## src/rtl/cpu_ctrl_pkg.sv

```systemverilog
`default_nettype none
// +----------------------------------------------------------------------+
// | cpu_ctrl_pkg                                                         |
// | Opcode, function-range, state, ALUOp and pc_src encodings shared by  |
// | the multi-cycle MIPS control sequencer.                              |
// | Revision: 1.0 - initial release                                      |
// +----------------------------------------------------------------------+
package cpu_ctrl_pkg;

  localparam logic [5:0] c_op_rtype = 6'b000000;
  localparam logic [5:0] c_op_j     = 6'b000010;
  localparam logic [5:0] c_op_beq   = 6'b000100;
  localparam logic [5:0] c_op_bne   = 6'b000101;
  localparam logic [5:0] c_op_addi  = 6'b001000;
  localparam logic [5:0] c_op_lw    = 6'b100011;
  localparam logic [5:0] c_op_sw    = 6'b101011;
  localparam logic [5:0] c_op_halt  = 6'b111111;

  localparam logic [5:0] c_func_min = 6'b100000;
  localparam logic [5:0] c_func_max = 6'b101110;
  localparam logic [5:0] c_func_mul = 6'b101101;
  localparam logic [5:0] c_func_div = 6'b101110;

  localparam logic [2:0] c_st_if     = 3'b000;
  localparam logic [2:0] c_st_id     = 3'b001;
  localparam logic [2:0] c_st_exe    = 3'b010;
  localparam logic [2:0] c_st_mem    = 3'b011;
  localparam logic [2:0] c_st_wb     = 3'b100;
  localparam logic [2:0] c_st_halt   = 3'b101;
  localparam logic [2:0] c_st_mdwait = 3'b110;

  localparam logic [4:0] c_aluop_none = 5'b00000;
  localparam logic [4:0] c_aluop_add  = 5'b00011;
  localparam logic [4:0] c_aluop_beq  = 5'b00100;
  localparam logic [4:0] c_aluop_bne  = 5'b01111;

  localparam logic [1:0] c_pcsrc_seq    = 2'b00;
  localparam logic [1:0] c_pcsrc_branch = 2'b01;
  localparam logic [1:0] c_pcsrc_jump   = 2'b10;

  function automatic logic is_muldiv_func(input logic [5:0] f);
    return (f == c_func_mul) || (f == c_func_div);
  endfunction

endpackage
`default_nettype wire

```

## src/rtl/alu_op_decode.sv

```systemverilog
`default_nettype none
// +----------------------------------------------------------------------+
// | alu_op_decode                                                        |
// | Combinational op/func -> ALUOp decode with instruction legality.     |
// | Build option: MULDIV_EN makes mul/div functions legal.               |
// | Revision: 1.0 - initial release                                      |
// +----------------------------------------------------------------------+
module alu_op_decode
  import cpu_ctrl_pkg::*;
(
  input  logic [5:0] op,
  input  logic [5:0] func,
  output logic [4:0] alu_op,
  output logic       legal,
  output logic       muldiv
);

  logic w_func_in_range;
  logic w_func_ok;

  assign w_func_in_range = (func >= c_func_min) && (func <= c_func_max);

`ifdef MULDIV_EN
  assign w_func_ok = w_func_in_range;
`else
  assign w_func_ok = w_func_in_range && !is_muldiv_func(func);
`endif

  always_comb begin
    alu_op = c_aluop_none;
    legal  = 1'b0;
    muldiv = 1'b0;
    case (op)
      c_op_rtype: begin
        if (w_func_ok) begin
          legal  = 1'b1;
          alu_op = func[4:0];
          muldiv = is_muldiv_func(func);
        end
      end
      c_op_addi, c_op_lw, c_op_sw: begin
        legal  = 1'b1;
        alu_op = c_aluop_add;
      end
      c_op_beq: begin
        legal  = 1'b1;
        alu_op = c_aluop_beq;
      end
      c_op_bne: begin
        legal  = 1'b1;
        alu_op = c_aluop_bne;
      end
      default: ;
    endcase
  end

endmodule
`default_nettype wire

```

## src/rtl/multicycle_ctrl.sv

```systemverilog
`default_nettype none
// +----------------------------------------------------------------------+
// | multicycle_ctrl                                                      |
// | Multi-cycle MIPS control sequencer: IF/ID/EXE/MEM/WB state machine   |
// | issuing per-state datapath strobes and the mul/div handshake.        |
// | Build option: MULDIV_EN enables the EXE -> MDWAIT mul/div path.      |
// | Revision: 1.0 - initial release                                      |
// +----------------------------------------------------------------------+
module multicycle_ctrl
  import cpu_ctrl_pkg::*;
(
  input  logic       clk,
  input  logic       rst,
  input  logic [5:0] op,
  input  logic [5:0] func,
  input  logic       zero,
  input  logic       alu_done,
  output logic [2:0] state,
  output logic       ir_wre,
  output logic       pc_wre,
  output logic [1:0] pc_src,
  output logic       reg_wre,
  output logic       reg_dst,
  output logic       mem_wre,
  output logic       mem_read,
  output logic       mem_to_reg,
  output logic       alu_src,
  output logic [4:0] alu_op,
  output logic       alu_start,
  output logic       halted
);

  logic [2:0] r_state;
  logic [2:0] w_next_state;
  logic [4:0] w_alu_op;
  logic       w_legal;
  logic       w_muldiv;
  logic       w_is_branch;
  logic       w_taken;
  logic       w_in_instr;

  alu_op_decode u_alu_op_decode (
    .op     (op),
    .func   (func),
    .alu_op (w_alu_op),
    .legal  (w_legal),
    .muldiv (w_muldiv)
  );

`ifndef MULDIV_EN
  logic w_unused;
  assign w_unused = alu_done | w_muldiv;
`endif

  always_ff @(posedge clk or posedge rst) begin
    if (rst) r_state <= c_st_if;
    else     r_state <= w_next_state;
  end

  assign state       = r_state;
  assign w_is_branch = (op == c_op_beq) || (op == c_op_bne);
  assign w_taken     = (op == c_op_beq) ? zero : !zero;
  // Operand/ALU selects stay stable for every post-fetch state of the instruction.
  assign w_in_instr  = (r_state == c_st_id) || (r_state == c_st_exe) || (r_state == c_st_mem) ||
                       (r_state == c_st_wb) || (r_state == c_st_mdwait);

  always_comb begin
    w_next_state = c_st_if;
    ir_wre       = 1'b0;
    pc_wre       = 1'b0;
    pc_src       = c_pcsrc_seq;
    reg_wre      = 1'b0;
    reg_dst      = 1'b0;
    mem_wre      = 1'b0;
    mem_read     = 1'b0;
    mem_to_reg   = 1'b0;
    alu_src      = 1'b0;
    alu_op       = c_aluop_none;
    alu_start    = 1'b0;
    halted       = 1'b0;

    case (r_state)
      c_st_if: begin
        ir_wre       = 1'b1;
        w_next_state = c_st_id;
      end
      c_st_id: begin
        if (op == c_op_j) begin
          pc_wre = 1'b1;
          pc_src = c_pcsrc_jump;
        end else if (op == c_op_halt) begin
          w_next_state = c_st_halt;
        end else if (w_legal) begin
          w_next_state = c_st_exe;
        end else begin
          pc_wre = 1'b1;
        end
      end
      c_st_exe: begin
        if (w_is_branch) begin
          pc_wre = 1'b1;
          pc_src = w_taken ? c_pcsrc_branch : c_pcsrc_seq;
        end else if ((op == c_op_lw) || (op == c_op_sw)) begin
          w_next_state = c_st_mem;
`ifdef MULDIV_EN
        end else if (w_muldiv) begin
          alu_start    = 1'b1;
          w_next_state = c_st_mdwait;
`endif
        end else begin
          w_next_state = c_st_wb;
        end
      end
      c_st_mem: begin
        if (op == c_op_sw) begin
          mem_wre = 1'b1;
          pc_wre  = 1'b1;
        end else begin
          mem_read     = 1'b1;
          w_next_state = c_st_wb;
        end
      end
      c_st_wb: begin
        reg_wre = 1'b1;
        pc_wre  = 1'b1;
      end
      c_st_halt: begin
        halted       = 1'b1;
        w_next_state = c_st_halt;
      end
`ifdef MULDIV_EN
      c_st_mdwait: begin
        w_next_state = alu_done ? c_st_wb : c_st_mdwait;
      end
`endif
      default: w_next_state = c_st_if;
    endcase

    if (w_in_instr) begin
      alu_op     = w_alu_op;
      reg_dst    = (op != c_op_rtype);
      alu_src    = (op == c_op_rtype) || w_is_branch;
      mem_to_reg = (op == c_op_lw);
    end

    // Reset forces every output quiet, including the IF fetch strobe.
    if (rst) begin
      ir_wre     = 1'b0;
      pc_wre     = 1'b0;
      pc_src     = c_pcsrc_seq;
      reg_wre    = 1'b0;
      reg_dst    = 1'b0;
      mem_wre    = 1'b0;
      mem_read   = 1'b0;
      mem_to_reg = 1'b0;
      alu_src    = 1'b0;
      alu_op     = c_aluop_none;
      alu_start  = 1'b0;
      halted     = 1'b0;
    end
  end

endmodule
`default_nettype wire

```

## config.mk

```make
export PLATFORM = sky130hd
export DESIGN_NAME = multicycle_ctrl
export DESIGN_NICKNAME = d
export VERILOG_FILES = /design/src/rtl/cpu_ctrl_pkg.sv /design/src/rtl/alu_op_decode.sv /design/src/rtl/multicycle_ctrl.sv
export SDC_FILE = /design/constraint.sdc
export NUM_CORES = 1
export LEC_CHECK = 0
export ABC_AREA = 1
export CELL_PAD_IN_SITES_DETAIL_PLACEMENT = 0
export CELL_PAD_IN_SITES_GLOBAL_PLACEMENT = 1
export CORE_MARGIN = 5
export CORE_UTILIZATION = 20
export CTS_BUF_LIST = sky130_fd_sc_hd__clkbuf_4 sky130_fd_sc_hd__clkbuf_8
export DETAILED_ROUTE_END_ITERATION = 10
export GPL_ROUTABILITY_DRIVEN = 0
export PLACE_DENSITY_LB_ADDON = 0.1
export REMOVE_ABC_BUFFERS = 1
export SYNTH_ARGS = -nofsm -noshare
export SYNTH_HDL_FRONTEND = slang
export SYNTH_SLANG_ARGS = --single-unit
export TNS_END_PERCENT = 30
```

## constraint.sdc

```tcl
create_clock -name clk -period 1.1 [get_ports clk]
set_input_delay 0.165 -clock clk [delete_from_list [all_inputs] [get_ports clk]]
set_output_delay 0.165 -clock clk [all_outputs]
set_load 0.01 [all_outputs]
```

==> summary.txt <==
Outcome
  – Outcome: finished with violations
  – Violated checks: setup timing

Detailed routing
  – DRC: 0
  – DRT antenna net count: 0
  – Drt wl/cell: 10.86 um
  – Via density per instance: 4.321
  – DRT Pass-1 Iters: 2
  – DRT Wirelength: 2400 um
  – Via count: 955
  – DRT iter0 DRCs: 13

Power and ir drop
  – Flop pwr share: 0.108
  – Max VDD drop: 0.001129 V
  – Switching share of total power: 0.3786
  – Combinational share of power: 0.770
  – Cell Int Power: 1.057 mW
  – Power Total: 1.701 mW
  – Clk pwr share: 0.122
  – Switching power: 644.1 uW
  – Static leakage: 0.7553 nW
  – PwrDens: 1230 nW/um2

Floorplanning
  – Die X: 63.24 um
  – Die height: 63.24 um
  – Die ar.: 3999 um2
  – Core area: 2734 um2
  – I/O Pins: 36
  – Initial Util: 0.2073
  – Rows: 19

Logic synthesis
  – Cell Area, Synth: 566.8 um2
  – Post-Syn Area per Cell: 5.106 um2
  – Gate count after technology mapping: 111
  – Distinct cells, synth: 22
  – Synth warn: 0
  – Sequential fraction of the synthesis area: 0.1325
  – Number of synthesized register bits: 3

STA
  – Hold_ws: 0.2825 ns
  – Crit share post-route: 1.595
  – Max Slew Vio Count: 0
  – Setup-failing EPs final: 18
  – RSZ-0062 raised after global routing: true
  – Setup ws final: -0.6546 ns
  – FMAX: 569.9 MHz
  – Final TNS setup: -7.835 ns
  – Layout Skew: 0.001164 ns
  – Fin. Hold Viols: 0
  – Tmin final: 1.755 ns

Worst setup path
  – Worst r2r dst: state[1]$_DFF_PP0_
  – CP Launch Point: state[0]$_DFF_PP0_
  – Worst Setup Start Kind: register
  – Reg2reg setup slack: -0.39 ns
  – Crit end category: output pin
  – Crit path kind: register to output pin
  – Cells on worst reg2reg path: 9
  – Worst EP arrival: 1.59 ns
  – Crit Path Max Fanout: 3
  – CP Data Required Time: 0.94 ns
  – Termination of the worst setup path: alu_op[2]
  – Reg2reg start: state[1]$_DFF_PP0_

Cells and area
  – Layout area overhead: 143.9%
  – # diodes: 0
  – Commonest non-fill, non-tap cells in the layout: buf_4, nand2_1, buf_6
  – Layout fillers: 293
  – Nets: 207
  – Largest register FFs: 3
  – Layout cells sized above 1: 0.5579
  – Most common cell after layout, fill and taps aside: buf_4
  – Area occupied by multi-input gates: 526.8 um2
  – Register Area: 76.32 um2

Flow run
  – Max Cap Viol: 0

Clock tree
  – Worst-path clk slew: 0.04 ns
  – CTS tree: built
  – H-tree depth: 1
  – CTS hold repair buffers: 0
  – Clock buffer depth: 2
  – Clk_lat worst skew: 0.22 ns
  – CTS sink count: 3
  – Number of CTS-inserted buffers: 3
  – CTS root buf: clkbuf_4

GRT
  – First-pass GRT wire length: 3781 um
  – All-layer global routing usage: 0.1133
  – Vias in the first global route: 918
  – Gr ovfl total: 0
  – Largest net degree at the start of global routing: 8
  – Initial antenna violation count: 0

Placement
  – Count of input and output buffers: 32
  – Dpl hpwl: 1888 um

Worst hold path
  – Hold/Removal Path Class: input pin to async pin
-- through the flow --
| stage | worst slack (ns) | utilization | cells | area, um2 |
|---|---|---|---|---|
| finish | -0.6546 | 0.5057 | 221 | 1383 |
| global route | -0.7212 | 0.5057 | 221 | 1383 |
| CTS | -0.6539 | 0.4737 | 218 | 1295 |
| detailed placement | -1.125 | 0.4178 | 203 | 1142 |
| global placement | -1.138 | 0.4178 | 203 | 1142 |
| floorplan | -0.1941 | - | 109 | 550.5 |
-- final cells by class --
type / count / area share
clock buffers: 4 / 0.02172
well taps: 31 / 0.02805
flip-flops and latches: 3 / 0.05520
multi-input cells: 88 / 0.3810
repair buffers: 77 / 0.4633
inverters: 18 / 0.05068
-- critical path, stage by stage (launching register included) --
cell and delay, ns:
dfrtp_1 0.39, buf_6 0.13, nor2_4 0.11, nand2_2 0.06, o211ai_1 0.15, a21oi_2 0.08
buf_4 0.16, buf_6 0.11, nand2_2 0.05, inv_2 0.03, buf_6 0.11
-- routing by layer --
metal,GRT usage,wire length [um],up-vias
met2,0.2128,1290,28
met5,0,0,-
met3,0.03552,182,4
met4,0.03117,35,0
li1,-,-,500
met1,0.1197,891,423
-- cell families after synthesis --
logic type,count (synthesis),share of synthesized area
compound gates,9,0.09933
flops,3,0.1324
other cells,1,0.006616
simple gates,77,0.6071
buf+inv,21,0.1545
-- repair_timing --
action	CTS	global route
setup endpoints to repair	21	19
pin swaps	10	10
gates resized for setup	107	21
setup buffers	11	3
hold endpoints to repair	0	0
-- synthesized netlist by cell type --
library cell  instances  area share
a211oi_1              1       0.013
a21o_1                1       0.013
a21oi_1               1      0.0088
a21oi_2               1       0.015
buf_2                 1      0.0088
buf_4                 2       0.026
conb_1                1      0.0066
dfrtp_1               3        0.13
inv_1                14       0.093
inv_2                 4       0.026
nand2_1              30        0.20
nand2_2               2       0.022
nand3_1              10       0.088
nand3_2               1       0.018
nor2_1               23        0.15
nor2_2                3       0.033
nor2_4                2       0.040
nor3_1                5       0.044
nor4_1                1       0.011
o211ai_1              1       0.013
o21ai_0               1      0.0088
o21ai_1               3       0.026
-- power groups by stage --
stage / sequential (mW) / combinational (mW) / clock, mW
floorplan: 0.193 / 0.275 / 0
global placement: 0.168 / 0.815 / 0
detailed placement: 0.167 / 0.817 / 0
CTS: 0.173 / 1.12 / 0.214
global route: 0.188 / 1.41 / 0.231
finish: 0.183 / 1.31 / 0.208
-- worst min path at each step --
stage,end,slack (ns),cells after the start,startpoint
after floorplan,state[0]$_DFF_PP0_,-0.07,1,rst
after global placement,state[0]$_DFF_PP0_,0.53,3,rst
after detailed placement,state[1]$_DFF_PP0_,0.53,3,rst
after CTS,state[0]$_DFF_PP0_,0.31,3,rst
after global routing,state[0]$_DFF_PP0_,0.29,3,rst
final,state[0]$_DFF_PP0_,0.28,3,rst
No activity file was read; power rests on OpenSTA's default activity.
